===== src/rtl/cache_arbiter_pkg.sv =====
// Shared types for the I/D cache line-port arbiter: FSM states, owner encoding
// and default bus widths.
package arbiter_types;

    localparam int DEFAULT_LINE_W = 256;
    localparam int DEFAULT_ADDR_W = 32;

    typedef enum logic [2:0] {
        ST_IDLE       = 3'd0,
        ST_SERVE_I    = 3'd1,
        ST_SERVE_D_RD = 3'd2,
        ST_SERVE_D_WR = 3'd3,
        ST_DONE_I     = 3'd4,
        ST_DONE_D     = 3'd5
    } arb_state_t;

    // Encoding doubles as the grant output
    typedef enum logic [1:0] {
        OWNER_NONE = 2'b00,
        OWNER_I    = 2'b01,
        OWNER_D    = 2'b10
    } owner_t;

endpackage


===== src/rtl/cache_arbiter_rr_pick2.sv =====
// Two-requester alternating-priority picker; purely combinational.
// On a tie the requester that did not own the port last wins.
module rr_pick2
    import arbiter_types::*;
(
    input  logic   req_i,
    input  logic   req_d,
    input  owner_t last_owner,
    output owner_t owner
);

    always_comb begin
        owner = OWNER_NONE;
        if (req_i && req_d) begin
            owner = (last_owner == OWNER_I) ? OWNER_D : OWNER_I;
        end else if (req_i) begin
            owner = OWNER_I;
        end else if (req_d) begin
            owner = OWNER_D;
        end
    end

endmodule


===== src/rtl/cache_arbiter.sv =====
// Serialises I-cache refills and D-cache refill/writeback onto one memory line port.
// Request to pm strobe 1 cycle; resp one cycle after pm_resp; back to IDLE the cycle after.
module cache_arbiter
    import arbiter_types::*;
#(
    parameter int LINE_W = DEFAULT_LINE_W,
    parameter int ADDR_W = DEFAULT_ADDR_W
) (
    input  logic              clk,
    input  logic              rst,
    input  logic              i_read,
    input  logic [ADDR_W-1:0] i_addr,
    output logic [LINE_W-1:0] i_rdata,
    output logic              i_resp,
    input  logic              d_read,
    input  logic              d_write,
    input  logic [ADDR_W-1:0] d_addr,
    input  logic [LINE_W-1:0] d_wdata,
    output logic [LINE_W-1:0] d_rdata,
    output logic              d_resp,
    output logic              pm_read,
    output logic              pm_write,
    output logic [ADDR_W-1:0] pm_addr,
    output logic [LINE_W-1:0] pm_wdata,
    input  logic [LINE_W-1:0] pm_rdata,
    input  logic              pm_resp,
    output logic [1:0]        grant,
    output logic              proto_err
);

    arb_state_t        state_q, state_d;
    owner_t            last_owner_q;
    owner_t            pick;
    logic [ADDR_W-1:0] addr_q;
    logic [LINE_W-1:0] wdata_q;
    logic [LINE_W-1:0] i_rdata_q;
    logic [LINE_W-1:0] d_rdata_q;
    logic              proto_err_q;
    owner_t            grant_c;

    rr_pick2 u_pick (
        .req_i      (i_read),
        .req_d      (d_read | d_write),
        .last_owner (last_owner_q),
        .owner      (pick)
    );

    always_comb begin
        state_d  = state_q;
        pm_read  = 1'b0;
        pm_write = 1'b0;
        i_resp   = 1'b0;
        d_resp   = 1'b0;
        grant_c  = OWNER_NONE;
        case (state_q)
            ST_IDLE: begin
                if (pick == OWNER_I) begin
                    state_d = ST_SERVE_I;
                end else if (pick == OWNER_D) begin
                    // A dirty writeback must reach memory before the refill
                    state_d = d_write ? ST_SERVE_D_WR : ST_SERVE_D_RD;
                end
            end
            ST_SERVE_I: begin
                pm_read = 1'b1;
                grant_c = OWNER_I;
                if (pm_resp) state_d = ST_DONE_I;
            end
            ST_SERVE_D_RD: begin
                pm_read = 1'b1;
                grant_c = OWNER_D;
                if (pm_resp) state_d = ST_DONE_D;
            end
            ST_SERVE_D_WR: begin
                pm_write = 1'b1;
                grant_c  = OWNER_D;
                if (pm_resp) state_d = ST_DONE_D;
            end
            ST_DONE_I: begin
                i_resp  = 1'b1;
                grant_c = OWNER_I;
                state_d = ST_IDLE;
            end
            ST_DONE_D: begin
                d_resp  = 1'b1;
                grant_c = OWNER_D;
                state_d = ST_IDLE;
            end
            default: state_d = ST_IDLE;
        endcase
    end

    always_ff @(posedge clk or negedge rst) begin
        if (!rst) begin
            state_q      <= ST_IDLE;
            last_owner_q <= OWNER_D;
            addr_q       <= '0;
            wdata_q      <= '0;
            i_rdata_q    <= '0;
            d_rdata_q    <= '0;
            proto_err_q  <= 1'b0;
        end else begin
            state_q <= state_d;
            if (state_q == ST_IDLE) begin
                if (d_read && d_write) proto_err_q <= 1'b1;
                if (pick == OWNER_I) begin
                    addr_q       <= i_addr;
                    last_owner_q <= OWNER_I;
                end else if (pick == OWNER_D) begin
                    addr_q       <= d_addr;
                    last_owner_q <= OWNER_D;
                    if (d_write) wdata_q <= d_wdata;
                end
            end
            if (pm_resp && state_q == ST_SERVE_I)    i_rdata_q <= pm_rdata;
            if (pm_resp && state_q == ST_SERVE_D_RD) d_rdata_q <= pm_rdata;
        end
    end

    assign pm_addr   = addr_q;
    assign pm_wdata  = wdata_q;
    assign i_rdata   = i_rdata_q;
    assign d_rdata   = d_rdata_q;
    assign grant     = grant_c;
    assign proto_err = proto_err_q;

endmodule


===== config.mk =====
export PLATFORM = sky130hd
export DESIGN_NAME = cache_arbiter
export DESIGN_NICKNAME = d
export VERILOG_FILES = /design/src/rtl/cache_arbiter_pkg.sv /design/src/rtl/cache_arbiter_rr_pick2.sv /design/src/rtl/cache_arbiter.sv
export SDC_FILE = /design/constraint.sdc
export NUM_CORES = 1
export LEC_CHECK = 0
export BUFFER_PORTS_ARGS = -buffer_cell sky130_fd_sc_hd__buf_2
export CORE_AREA = 2 2 538 540
export CTS_CLUSTER_DIAMETER = 30
export CTS_CLUSTER_SIZE = 12
export DETAILED_ROUTE_END_ITERATION = 10
export DIE_AREA = 0 0 540 542
export PLACE_DENSITY = 0.3
export SLEW_MARGIN = 15
export SYNTH_ARGS = -nofsm -noshare
export SYNTH_HDL_FRONTEND = slang
export SYNTH_SLANG_ARGS = --single-unit

===== constraint.sdc =====
create_clock -name clk -period 2.3 [get_ports clk]
set_input_delay 0.115 -clock clk [delete_from_list [all_inputs] [get_ports clk]]
set_output_delay 0.115 -clock clk [all_outputs]
set_load 0.05 [all_outputs]

Word-level counts from Yosys, hierarchy flattened:

Index checks and enable logic that the tools add are counted.

* flip-flop bits (word level): 806
* output and inout port bits: 807
* word-level logic and storage cells: 53
* bits of input ports: 582

* bitwise gates (word level): 2
* multiplexer cells: 19
* reductions and logical operators: 14
* eq/ne operators: 11

Operators by type and width (count)
* two-way mux 32 bit: 2
* two-way mux 2 bit: 6
* two-way mux 3 bit: 4
* case mux 3 bit (3 select lines): 1
* == test 3 x 2 -> 1 bit, second input constant: 2
* == test 3 bit, second input constant: 2
* OR reduction 2 bit: 3
* two-way mux 1 bit: 5
* == test 2 x 1 -> 1 bit, second input constant: 2
* logical AND 1 bit: 4
* case mux 2 bit (2 select lines): 1
* AND reduction 2 bit: 2
* AND reduction 4 bit: 1
* == test 3 x 1 -> 1 bit, second input constant: 1
* zero test 3 bit: 1
* inequality test 3 x 1 -> 1 bit, second input constant: 1
* AND reduction 3 bit: 1
* OR reduction 3 bit: 1
* == test 2 bit, second input constant: 1
* inequality test 2 x 1 -> 1 bit, second input constant: 1
* inequality test 2 bit, second input constant: 1
* nonzero test 2 bit: 1
* inverter 1 bit: 1
* OR 1 bit: 1

Logic depth before layout (Yosys ltp):

* word-level depth: 8
* depth in mapped cells: 7
* gate-level depth less buffers: 4

Hierarchy:

A second synthesis with hierarchy kept.

* cells, all modules: 1780
* area total of the unflattened synthesis: 30342.9 um^2

By module, submodules not included
* cache_arbiter: cells each 1776, sequential area each 20170.6 um^2, area each 30312.8 um^2, instances 1
* rr_pick2: cells each 4, sequential area each 0.0 um^2, area each 30.0 um^2, instances 1

Worst setup path after synthesis:

No wires, ideal clock.

* path type: flip-flop to output port
* start: register state_q[2]
* end: output port i_resp
* path buffers: 1
* slack: 0.402 ns
* arrival time: 1.783 ns
* cell stages (with the launch flop): 3
* required time: 2.185 ns
* cell sequence: dfrtp_1 -> buf_2 -> nor3b_1

* cells in the longest elaborated chain, start to end: 2

RTL lines
* start: declaration: line cache_arbiter.sv:31 `arb_state_t state_q, state_d;`
* start signal: assignment: line cache_arbiter.sv:103 `state_q <= state_d;`
* == test 3 bit: line cache_arbiter.sv:55 `case (state_q)`
* two-way mux 1 bit: line cache_arbiter.sv:55
* end: declaration: line cache_arbiter.sv:14 `output logic i_resp,`

No other way between the ends.

Worst setup path after layout:

Same ends and word-level chain as after synthesis.

==> metrics.txt <==
core region area 287000 µm²; global-route wire length before repair around 260000 µm; final routed DRC violation total 0; peak ir drop on the vdd network 0.00108 V; proportion of register bits with asynchronous set or reset after synthesis between 90% and 100%; number of failing setup endpoints in the final timing report 0; total grt overflow 0; reported leakage power 27.5 nW; number of unique standard cell types used by synthesis 35; number of violations reported at the end of detailed-routing iteration 0 1109; largest net degree at the start of global routing 86; crit path time final 2.15 ns; Max-Cap Viols 0; WS Path Type reg -> out; Slowest cell on crit path sky130_fd_sc_hd__dfrtp_2; maximum clock path buffer count 4; Worst Path Arrival 2.03 ns; proportion of netlist area held by the largest area contributor 64.2%; YS warnings 0; H-tree depth reported by CTS 5; setup slack of the critical path after layout 0.150 ns; share of post-route cells with drive strength above 1 59.7%; port buffer count 1388; Final Hold Violating Endpoints 0; part of the power in the clock network 32.3%; Routed Wire Length 197000 µm; most frequent cell after synthesis sky130_fd_sc_hd__dfrtp_1; CTS root buffer sky130_fd_sc_hd__clkbuf_16; layer with the highest usage met2; Wirelength per Cell around 24 µm; vias in the first global route 29600; starting density of the core 10.9%; RSZ-0062 raised after global routing false; largest cells by area after synthesis sky130_fd_sc_hd__dfrtp_1 (64%), sky130_fd_sc_hd__mux2_2 (20%), sky130_fd_sc_hd__mux2_4 (9.6%); met2 demand-to-capacity share in global routing 21.3%; crit path max fanout 8; critical path's largest stage delay 0.44 ns; number of instances in the synthesized netlist around 1800; Syn-to-layout area delta 92.7%; number of fillers in the final layout between 30000 and 40000; antenna violations before repair 175; width of the chip 540 µm; syn_area_per_cell 17.0 µm²; WP data required approximately 2.2 ns; post-route cell area 60400 µm²; final net count about 4900; iteration count of the initial detailed-routing pass 5; Post-synth EDFFs 0; clock buffers created by TritonCTS 279; Global Route met3 Usage under 10%; std cell rows a little under 200; via density per instance about 3.2; Reg power frac 22.0%; biggest area consumer among synthesized cells sky130_fd_sc_hd__dfrtp_1; worst slew slack as a fraction of its limit 60.4%; Max Fclk about 0.47 GHz; internal power component 61.7 mW; critical-path cell list buf_4 -> nor3b_1 -> buf_2; CP startpoint kind flip-flop; max-slew violation total from the final report 0; RePlAce Congestion approximately 0.81; gr usage total 13.1%; net load switching power 54.0 mW; TNS Setup 0 ns; result of the run finished, final reports clean; CTS tree done; post-synthesis instance area roughly 31000 µm²; switching part of the total 46.7%; post-detailed-placement half-perimeter wirelength between 150000 and 200000 µm; antenna violation net count after detailed routing 0; clock sink total 806; # IOs 1389; most used flip-flop cell after synthesis sky130_fd_sc_hd__dfrtp_1; Clk pin slew, worst setup/hold paths approximately 0.04 ns; cell types with the highest counts after synthesis sky130_fd_sc_hd__dfrtp_1 (805), sky130_fd_sc_hd__mux2_2 (547), sky130_fd_sc_hd__mux2_4 (200); total via count in the routed design around 27000; P per Cell Area between 1500 and 2000 nW/µm²; met1 routing resource usage after global routing between 10% and 20%; slew at the pin with the worst max-slew slack 0.595 ns; Die Y 542 µm; type of the most critical hold path in -> reg; sequential share of the synthesized area around 64%; final worst path period share 93.5%; family with the most delay on the worst path buffers and inverters; Post-DP Area 43200 µm²; Post-Place Worst Slack 0.172 ns; synthesized netlist net count 2426; largest clock skew in the final design 0.0567 ns; endpoint type of the worst setup path output port; CP bufs+invs 2; Clock Latency Late Sink approximately 0.85 ns; Comb pwr share 45.7%; Seq cells post-synth 806; die area between 200000 and 300000 µm²
==> stage by stage <==
| step | hold WS, ns | utilization [%] | instances | power, mW |
|---|---|---|---|---|
| after global placement | 0.134 | 15.1 | 7011 | 77.9 |
| after CTS | 0.0000250 | 21.0 | 8267 | 118 |
| after floorplan | -0.181 | - | 1844 | 61.6 |
| after global routing | 0.0326 | 21.0 | 8287 | 121 |
| final | 0.0910 | 21.1 | 8321 | 116 |
| after detailed placement | 0.132 | 15.1 | 7011 | 78.0 |
==> layer usage <==
| metal | wire length [µm] | share of wire, % | vias to the layer above |
|---|---|---|---|
| met2 | 91500 | 46 | 1381 |
| met3 | 19600 | 9.9 | 463 |
| met5 | 795 | 0.40 | - |
| met1 | 78900 | 40 | 13300 |
| met4 | 6100 | 3.1 | 122 |
| li1 | - | - | 11600 |
==> what timing repair did <==
action,CTS,global route
setup endpoints to repair,4,1
gates cloned,0,0
hold buffers,758,0
buffers inserted,0,0
hold endpoints to repair,1482,0
gates resized for setup,7,1
==> cells by family after synthesis <==
group	after synthesis	synth area share [%]
AOI/OAI and AO/OA	49	1.02
xor gates and xnor gates	2	0.0559
buffers and inverters	103	3.05
DFF	806	64.3
muxes	768	30.0
and+or+nand+nor	116	1.58
==> state kept, by name, summed over array words and instances, names as in the netlist <==
name / flops
d_rdata: 256
i_rdata: 256
pm_wdata: 256
pm_addr: 32
state_q: 3
last_owner_q: 2
proto_err: 1
==> worst min-delay path: stages <==
cell and delay [ns]:
sky130_fd_sc_hd__dlygate4sd3_1 0.53, sky130_fd_sc_hd__buf_2 0.10, sky130_fd_sc_hd__mux2_4 0.12
==> final timing paths <==
check	from	end	slack, ns	depth (start not counted)
worst min register to register	d_rdata[23]	d_rdata[23]	0.48	1
worst max register to register	last_owner_q[1]	pm_addr[31]	0.16	6
min in group asynchronous	rst	i_rdata[235]	0.18	3
worst min-delay path	d_wdata[126]	pm_wdata[126]	0.09	3
max in group asynchronous	rst	d_rdata[239]	1.19	3
worst max-delay path	state_q[2]	i_resp	0.15	3
==> placed cells by master (no fill, tap or decap), drive strengths merged, types with 2 or more instances in the layout <==
cell type / n
buf: 1486
dfrtp: 805
mux2: 768
dlygate4sd3: 758
clkbuf: 415
nand2: 67
clkinv: 63
diode: 54
nor2: 39
a31oi: 32
bufinv: 10
inv: 9
a21oi: 5
clkinvlp: 4
o21ai: 4
nor3: 3
nor3b: 2
xnor2: 2
o21bai: 2
and3: 2
==> final cells by class <==
class	count	area [µm²]	area share, %
Inverter	3	11.3	0.0186
Antenna cell	54	135	0.224
Clock inverter	83	1270	2.10
Multi-Input combinational cell	935	10200	17.0
Clock buffer	415	8180	13.5
Timing Repair Buffer	2244	15700	26.0
Sequential cell	806	20200	33.4
Tap cell	3781	4730	7.83
==> power by group through the flow <==
stage	Sequential (mW)	Combinational, mW	Clock, mW
after floorplan	50.3	11.3	0
after global placement	25.6	52.3	0
after detailed placement	25.6	52.4	0
after CTS	25.6	53.9	38.4
after global routing	26.5	54.8	39.2
final	25.5	52.8	37.3
(Power assumes the default switching activity.)
